[config.mk]
export PLATFORM = sky130hd
export DESIGN_NAME = hpm_counter_bank
export DESIGN_NICKNAME = d
export VERILOG_FILES = /design/src/rtl/hpm_counter_bank.sv
export SDC_FILE = /design/constraint.sdc
export NUM_CORES = 2
export LEC_CHECK = 0
export CAP_MARGIN = 10
export CORE_MARGIN = 5
export CORE_UTILIZATION = 50
export CTS_CLUSTER_SIZE = 30
export DETAILED_ROUTE_END_ITERATION = 12
export PLACE_DENSITY_LB_ADDON = 0.3
export SYNTH_ARGS = -nofsm -noshare
export SYNTH_HDL_FRONTEND = slang
export SYNTH_SLANG_ARGS = --single-unit
[constraint.sdc]
create_clock -name clk_i -period 3.8 [get_ports clk_i]
set_input_delay 0.57 -clock clk_i [delete_from_list [all_inputs] [get_ports clk_i]]
set_output_delay 0.57 -clock clk_i [all_outputs]
set_load 0.01 [all_outputs]
[src/rtl/hpm_counter_bank.sv]
// hpm_counter_bank: programmable HPM counters with multi-bit increments,
// per-privilege inhibits and sticky overflow flags behind a CSR read/write port.
module hpm_counter_bank #(
  parameter int NumCounters  = 8,
  parameter int CounterWidth = 64,
  parameter int NumEvents    = 32,
  parameter int IncWidth     = 2,
  parameter int XLEN         = 64
) (
  input  logic                          clk_i,
  input  logic                          rst_ni,
  input  logic                          debug_mode_i,
  input  logic [1:0]                    priv_lvl_i,
  input  logic [11:0]                   csr_addr_i,
  input  logic                          csr_we_i,
  input  logic [XLEN-1:0]               csr_wdata_i,
  output logic [XLEN-1:0]               csr_rdata_o,
  output logic                          csr_err_o,
  input  logic [NumEvents*IncWidth-1:0] event_inc_i,
  input  logic [NumCounters-1:0]        mcountinhibit_i,
  output logic [NumCounters-1:0]        ovf_o,
  output logic                          ovf_irq_o
);
  localparam int SW = CounterWidth + IncWidth;
  logic [CounterWidth-1:0] cnt_q [NumCounters];
  logic [CounterWidth-1:0] cnt_d [NumCounters];
  logic [7:0] sel_q [NumCounters];
  logic [7:0] sel_d [NumCounters];
  logic [3:0] fl_q [NumCounters];
  logic [3:0] fl_d [NumCounters];
  logic [6:0] grp;
  logic [4:0] k_a;
  logic slot, is_cnt, is_cnth, is_ev, is_evh, is_ro, is_roh, is_c, is_e, is_h, wr_ok;
  logic [63:0] w64, rd64;
  assign grp = csr_addr_i[11:5];
  assign slot = csr_addr_i[4:0] >= 5'd3;
  assign k_a = csr_addr_i[4:0] - 5'd3;
  assign is_cnt = slot && grp == 7'h58;
  assign is_cnth = slot && grp == 7'h5C;
  assign is_ev = slot && grp == 7'h19;
  assign is_evh = slot && grp == 7'h39;
  assign is_ro = slot && grp == 7'h60;
  assign is_roh = slot && grp == 7'h64;
  assign is_c = is_cnt | is_cnth | is_ro | is_roh;
  assign is_e = is_ev | is_evh;
  assign is_h = is_cnth | is_evh | is_roh;
  assign csr_err_o = (is_h && XLEN == 64) || (csr_we_i && (is_ro || is_roh));
  assign wr_ok = csr_we_i && !csr_err_o;
  assign w64 = 64'(csr_wdata_i);
  assign csr_rdata_o = csr_err_o ? '0 : XLEN'(is_h ? rd64 >> 32 : rd64);
  assign ovf_irq_o = |ovf_o;
  // flag nibble layout: [3] OF, [2] MINH, [1] SINH, [0] UINH
  always_comb begin
    logic [63:0] c64, nw;
    logic [SW-1:0] sum;
    logic [IncWidth-1:0] inc;
    logic inh, en, hit, of, ev_wr;
    c64 = '0;
    nw = '0;
    sum = '0;
    inc = '0;
    inh = 1'b0;
    en = 1'b0;
    hit = 1'b0;
    of = 1'b0;
    ev_wr = 1'b0;
    rd64 = '0;
    ovf_o = '0;
    for (int i = 0; i < NumCounters; i++) begin
      inh = priv_lvl_i == 2'b00 ? fl_q[i][0] : priv_lvl_i == 2'b01 ? fl_q[i][1] : fl_q[i][2];
      en = !debug_mode_i && !mcountinhibit_i[i] && !inh && sel_q[i] != '0;
      inc = '0;
      for (int e = 0; e < NumEvents; e++)
        if (sel_q[i] == 8'(e)) inc = event_inc_i[e*IncWidth +: IncWidth];
      sum = SW'(cnt_q[i]) + SW'(inc);
      c64 = 64'(cnt_q[i]);
      hit = k_a == 5'(i);
      if (hit) rd64 = is_c ? c64 : is_e ? {fl_q[i], 52'b0, sel_q[i]} : '0;
      nw = XLEN == 64 ? w64 : is_cnth ? {w64[31:0], c64[31:0]} : {c64[63:32], w64[31:0]};
      of = fl_q[i][3] | (en && sum[SW-1:CounterWidth] != '0);
      cnt_d[i] = wr_ok && hit && is_c ? CounterWidth'(nw) : en ? sum[CounterWidth-1:0] : cnt_q[i];
      ev_wr = wr_ok && hit && is_e;
      fl_d[i] = ev_wr && (XLEN == 64 || is_evh) ? w64[XLEN-1 -: 4]
              : {wr_ok && hit && is_c ? fl_q[i][3] : of, fl_q[i][2:0]};
      sel_d[i] = ev_wr && (XLEN == 64 || is_ev) ? w64[7:0] : sel_q[i];
      ovf_o[i] = fl_q[i][3];
    end
  end
  always_ff @(posedge clk_i or negedge rst_ni)
    if (!rst_ni) begin
      cnt_q <= '{default: '0};
      sel_q <= '{default: '0};
      fl_q <= '{default: '0};
    end else begin
      cnt_q <= cnt_d;
      sel_q <= sel_d;
      fl_q <= fl_d;
    end
endmodule

==> flow_summary.toml <==
[status]
outcome = "finished, violations left"
violations = "negative setup slack"

[route]
antenna_left = 0
wl_per_cell_um = 29.6
routed_wl_um = 218000
drc = 0
drt_pass1_iterations = 9
vias = 49800
drt_iter0_drc = 6503
viasPerCell = 6.78

[setup_path]
r2r-start = "sel_q[40]"
crit_fanout = 6
critPathArrivalTime_ns = 4.45
end_kind = "flop"
critical_path_class = "primary input to flop"
cp-start-kind = "primary input"
cp_data_required_time_ns = 4.36
crit_start = "event_inc_i[1]"

[synth]
synthCells = 5512
synth_commonest_cells = "nand2_1 (743), dfrtp_1 (608), o21ai_0 (486)"
synth.area.top_cells = "dfrtp_1 (34%), nand2_1 (6.2%), o21ai_0 (5.4%), xor2_1 (4.8%), nand4_1 (3.6%)"
synthFlopType = "dfrtp_1"
ys_types = 90
synth_top_cell_by_area = "dfrtp_1"
synth-edff-count = 0
syn_avg_cell_area_um2 = 8.21
synth_most_common_cell = "nand2_1"
async_reset_ff_share_pct = 100
synth_seq_cells = 608
yosysWarnings = 0
synth_top_area_share_pct = 33.6
synth-seq-area-share_pct = 33.6
syn_area_um2 = 45200
syn-num-nets = 5690

[pwr]
power_mw = 16.9
leakage_nw = 24.0
vdd_drop_max_uv = 296
p_per_area_nw_per_um2 = 290

[worst_hold_path]
hp-class = "primary input to flop"
min-delay-start = "csr_wdata_i[0]"

[finish]
drive_gt1_share_pct = 21.4
synthToLayoutAreaGrowth_pct = 28.5
fillerInstances = 7672
nNetsFinal = 6292

[sta]
min_period_over_period_pct = 102
slew_viol_final = 0
tightest_slew_ns = 1.35
rsz0062_at_grt = "yes"
setup_ws_ns = -0.0941
slew_headroom_pct = 9.83
clock_skew_ns = 0.0269
finalHoldViolCount = 0
min_period_ns = 3.89
setup_viol = 6
fmax_mhz = 257

[floorplanning]
core_area_um2 = 89900
die_width_um = 311
die_area_um2 = 96600
rows = 110
initial_core_util_pct = 50.3
fp.dieH_um = 311
io_pins = 228

[place]
io_buffers = 227
dp_hpwl_um = 165000
pre_cts_ws_ns = -1.05
gp_congestion = 1.08

[clock_tree]
clk_latency_ns = 0.66
root_buffer = "clkbuf_16"
cts.sinks = 608
h-tree-depth = 3
cts-buffers-inserted = 72
cts_tree = "yes"
clk_path_buf_depth = 3
path_clk_slew_ns = 0.06

[global_routing]
grt_overflow = 0
track_usage_pct = 43.0
antenna_found_initial = 10
grt_max_degree = 102
grt_pass1_vias = 47300
grt_pass1_wl_um = 315000

[flow_run]
drv_cap = 0
repair_timing:
action | CTS | global route
cloned | 1 | 1
setup buffers | 23 | 43
hold buffers | 1 | 0
setup endpoints to repair | 150 | 332
pin swaps | 38 | 75
gates resized for setup | 199 | 211
endpoints found under the hold margin | 48 | 0
path summary, 6_finish.rpt:
| check | to | slack (ns) | depth (start not counted) |
|---|---|---|---|
| max reg2reg | cnt_q[375] | -0.08 | 14 |
| min | sel_q[0] | 0.47 | 3 |
| max | cnt_q[375] | -0.09 | 15 |
| min reg2reg | fl_q[8] | 0.54 | 1 |
| min in group asynchronous | cnt_q[351] | 0.50 | 2 |
| max in group asynchronous | cnt_q[137] | 2.23 | 3 |
cell type report:
type                            count  area [µm²]  area share, %
Tap cell                         1176        1470           2.53
Antenna cell                        5        12.5         0.0215
Multi-Input combinational cell   4318       29100           50.0
Clock buffer                      103        2080           3.58
Inverter                           89         348          0.598
Sequential cell                   608       15200           26.2
Clock inverter                     26         322          0.553
Timing Repair Buffer             1025        9590           16.5
cell usage in the layout (no fill, tap or decap), types with 26 or more instances in the layout:
cell type,Yosys,routed
clkdlybuf4s50_1,0,167
buf_12,0,90
xnor2_1,164,164
dfrtp_1,608,593
a22oi_1,101,98
nand2b_1,37,37
buf_4,48,671
and2_1,67,61
nor3_1,114,101
mux4_2,35,35
and3_1,141,138
o22ai_1,38,32
mux2i_1,157,156
clkbuf_16,0,75
nor4_2,15,35
mux2_2,97,97
or3_1,45,43
a22o_1,42,42
and4_1,55,52
nand2_1,743,735
a222oi_1,34,34
nand3_1,262,249
a31oi_1,81,62
a211oi_1,38,26
a221oi_1,58,55
nand4_1,261,261
a21oi_1,198,179
buf_6,2,34
o21ai_0,486,469
nor2_1,277,270
nor2b_1,40,37
inv_1,86,83
nor4_1,115,76
xor2_1,250,250
o211ai_1,33,33
registers in the layout, summed over array words and instances (netlist names):
| name | count |
|---|---|
| sel_q | 64 |
| fl_q | 24 |
| cnt_q | 512 |
| ovf_o | 8 |
where the power goes:
group	internal [mW]	total (mW)	switching (mW)	leakage, nW
Clock	4.17	7.19	3.02	1.17
Combinational	1.04	2.54	1.50	14.6
Sequential	6.72	7.13	0.410	8.22
kinds of logic after synthesis:
family	Yosys count	synth area share, %
XOR/XNOR	414	8.02
AO/OA/AOI/OAI	1295	18.2
flip-flops	608	33.6
multiplexers	302	7.96
adder cells (fa/ha/maj)	24	0.797
buffers and inverters	586	5.43
AND/OR/NAND/NOR	2283	25.9
worst max-delay path: stages:
cell and delay (ns):
clkdlybuf4s50_1 0.46, buf_4 0.17, mux4_2 0.55, and3_4 0.23, a21oi_2 0.10, nand3_1 0.08
o21a_1 0.18, o32a_1 0.38, ha_1 0.31, a21o_1 0.13, nor4b_4 0.20, buf_4 0.17
nand4_1 0.22, or4_1 0.57, a31oi_1 0.14
stage by stage:
| stage | cell area, µm² | instances | hold WS [ns] | utilization (%) | setup TNS [ns] |
|---|---|---|---|---|---|
| after CTS | 57000 | 7303 | 0.481 | 63.4 | -0.0398 |
| after detailed placement | 53600 | 7150 | 0.526 | 59.6 | -219.56 |
| after global routing | 58100 | 7345 | 0.478 | 64.7 | -1.48 |
| final | 58100 | 7350 | 0.471 | 64.7 | -0.166 |
| after global placement | 53600 | 7150 | 0.514 | 59.6 | -211.07 |
| after floorplan | 45200 | 5512 | 0.274 | - | 0 |
metal layers:
layer | track usage (%) | wire (µm) | vias up
met4 | 39.5 | 25800 | 6
li1 | - | - | 21500
met2 | 65.0 | 93500 | 3427
met3 | 7.69 | 20600 | 1055
met5 | 0 | 52 | -
met1 | 52.1 | 77700 | 23800
Note: power is estimated with default switching activity, not from simulation.
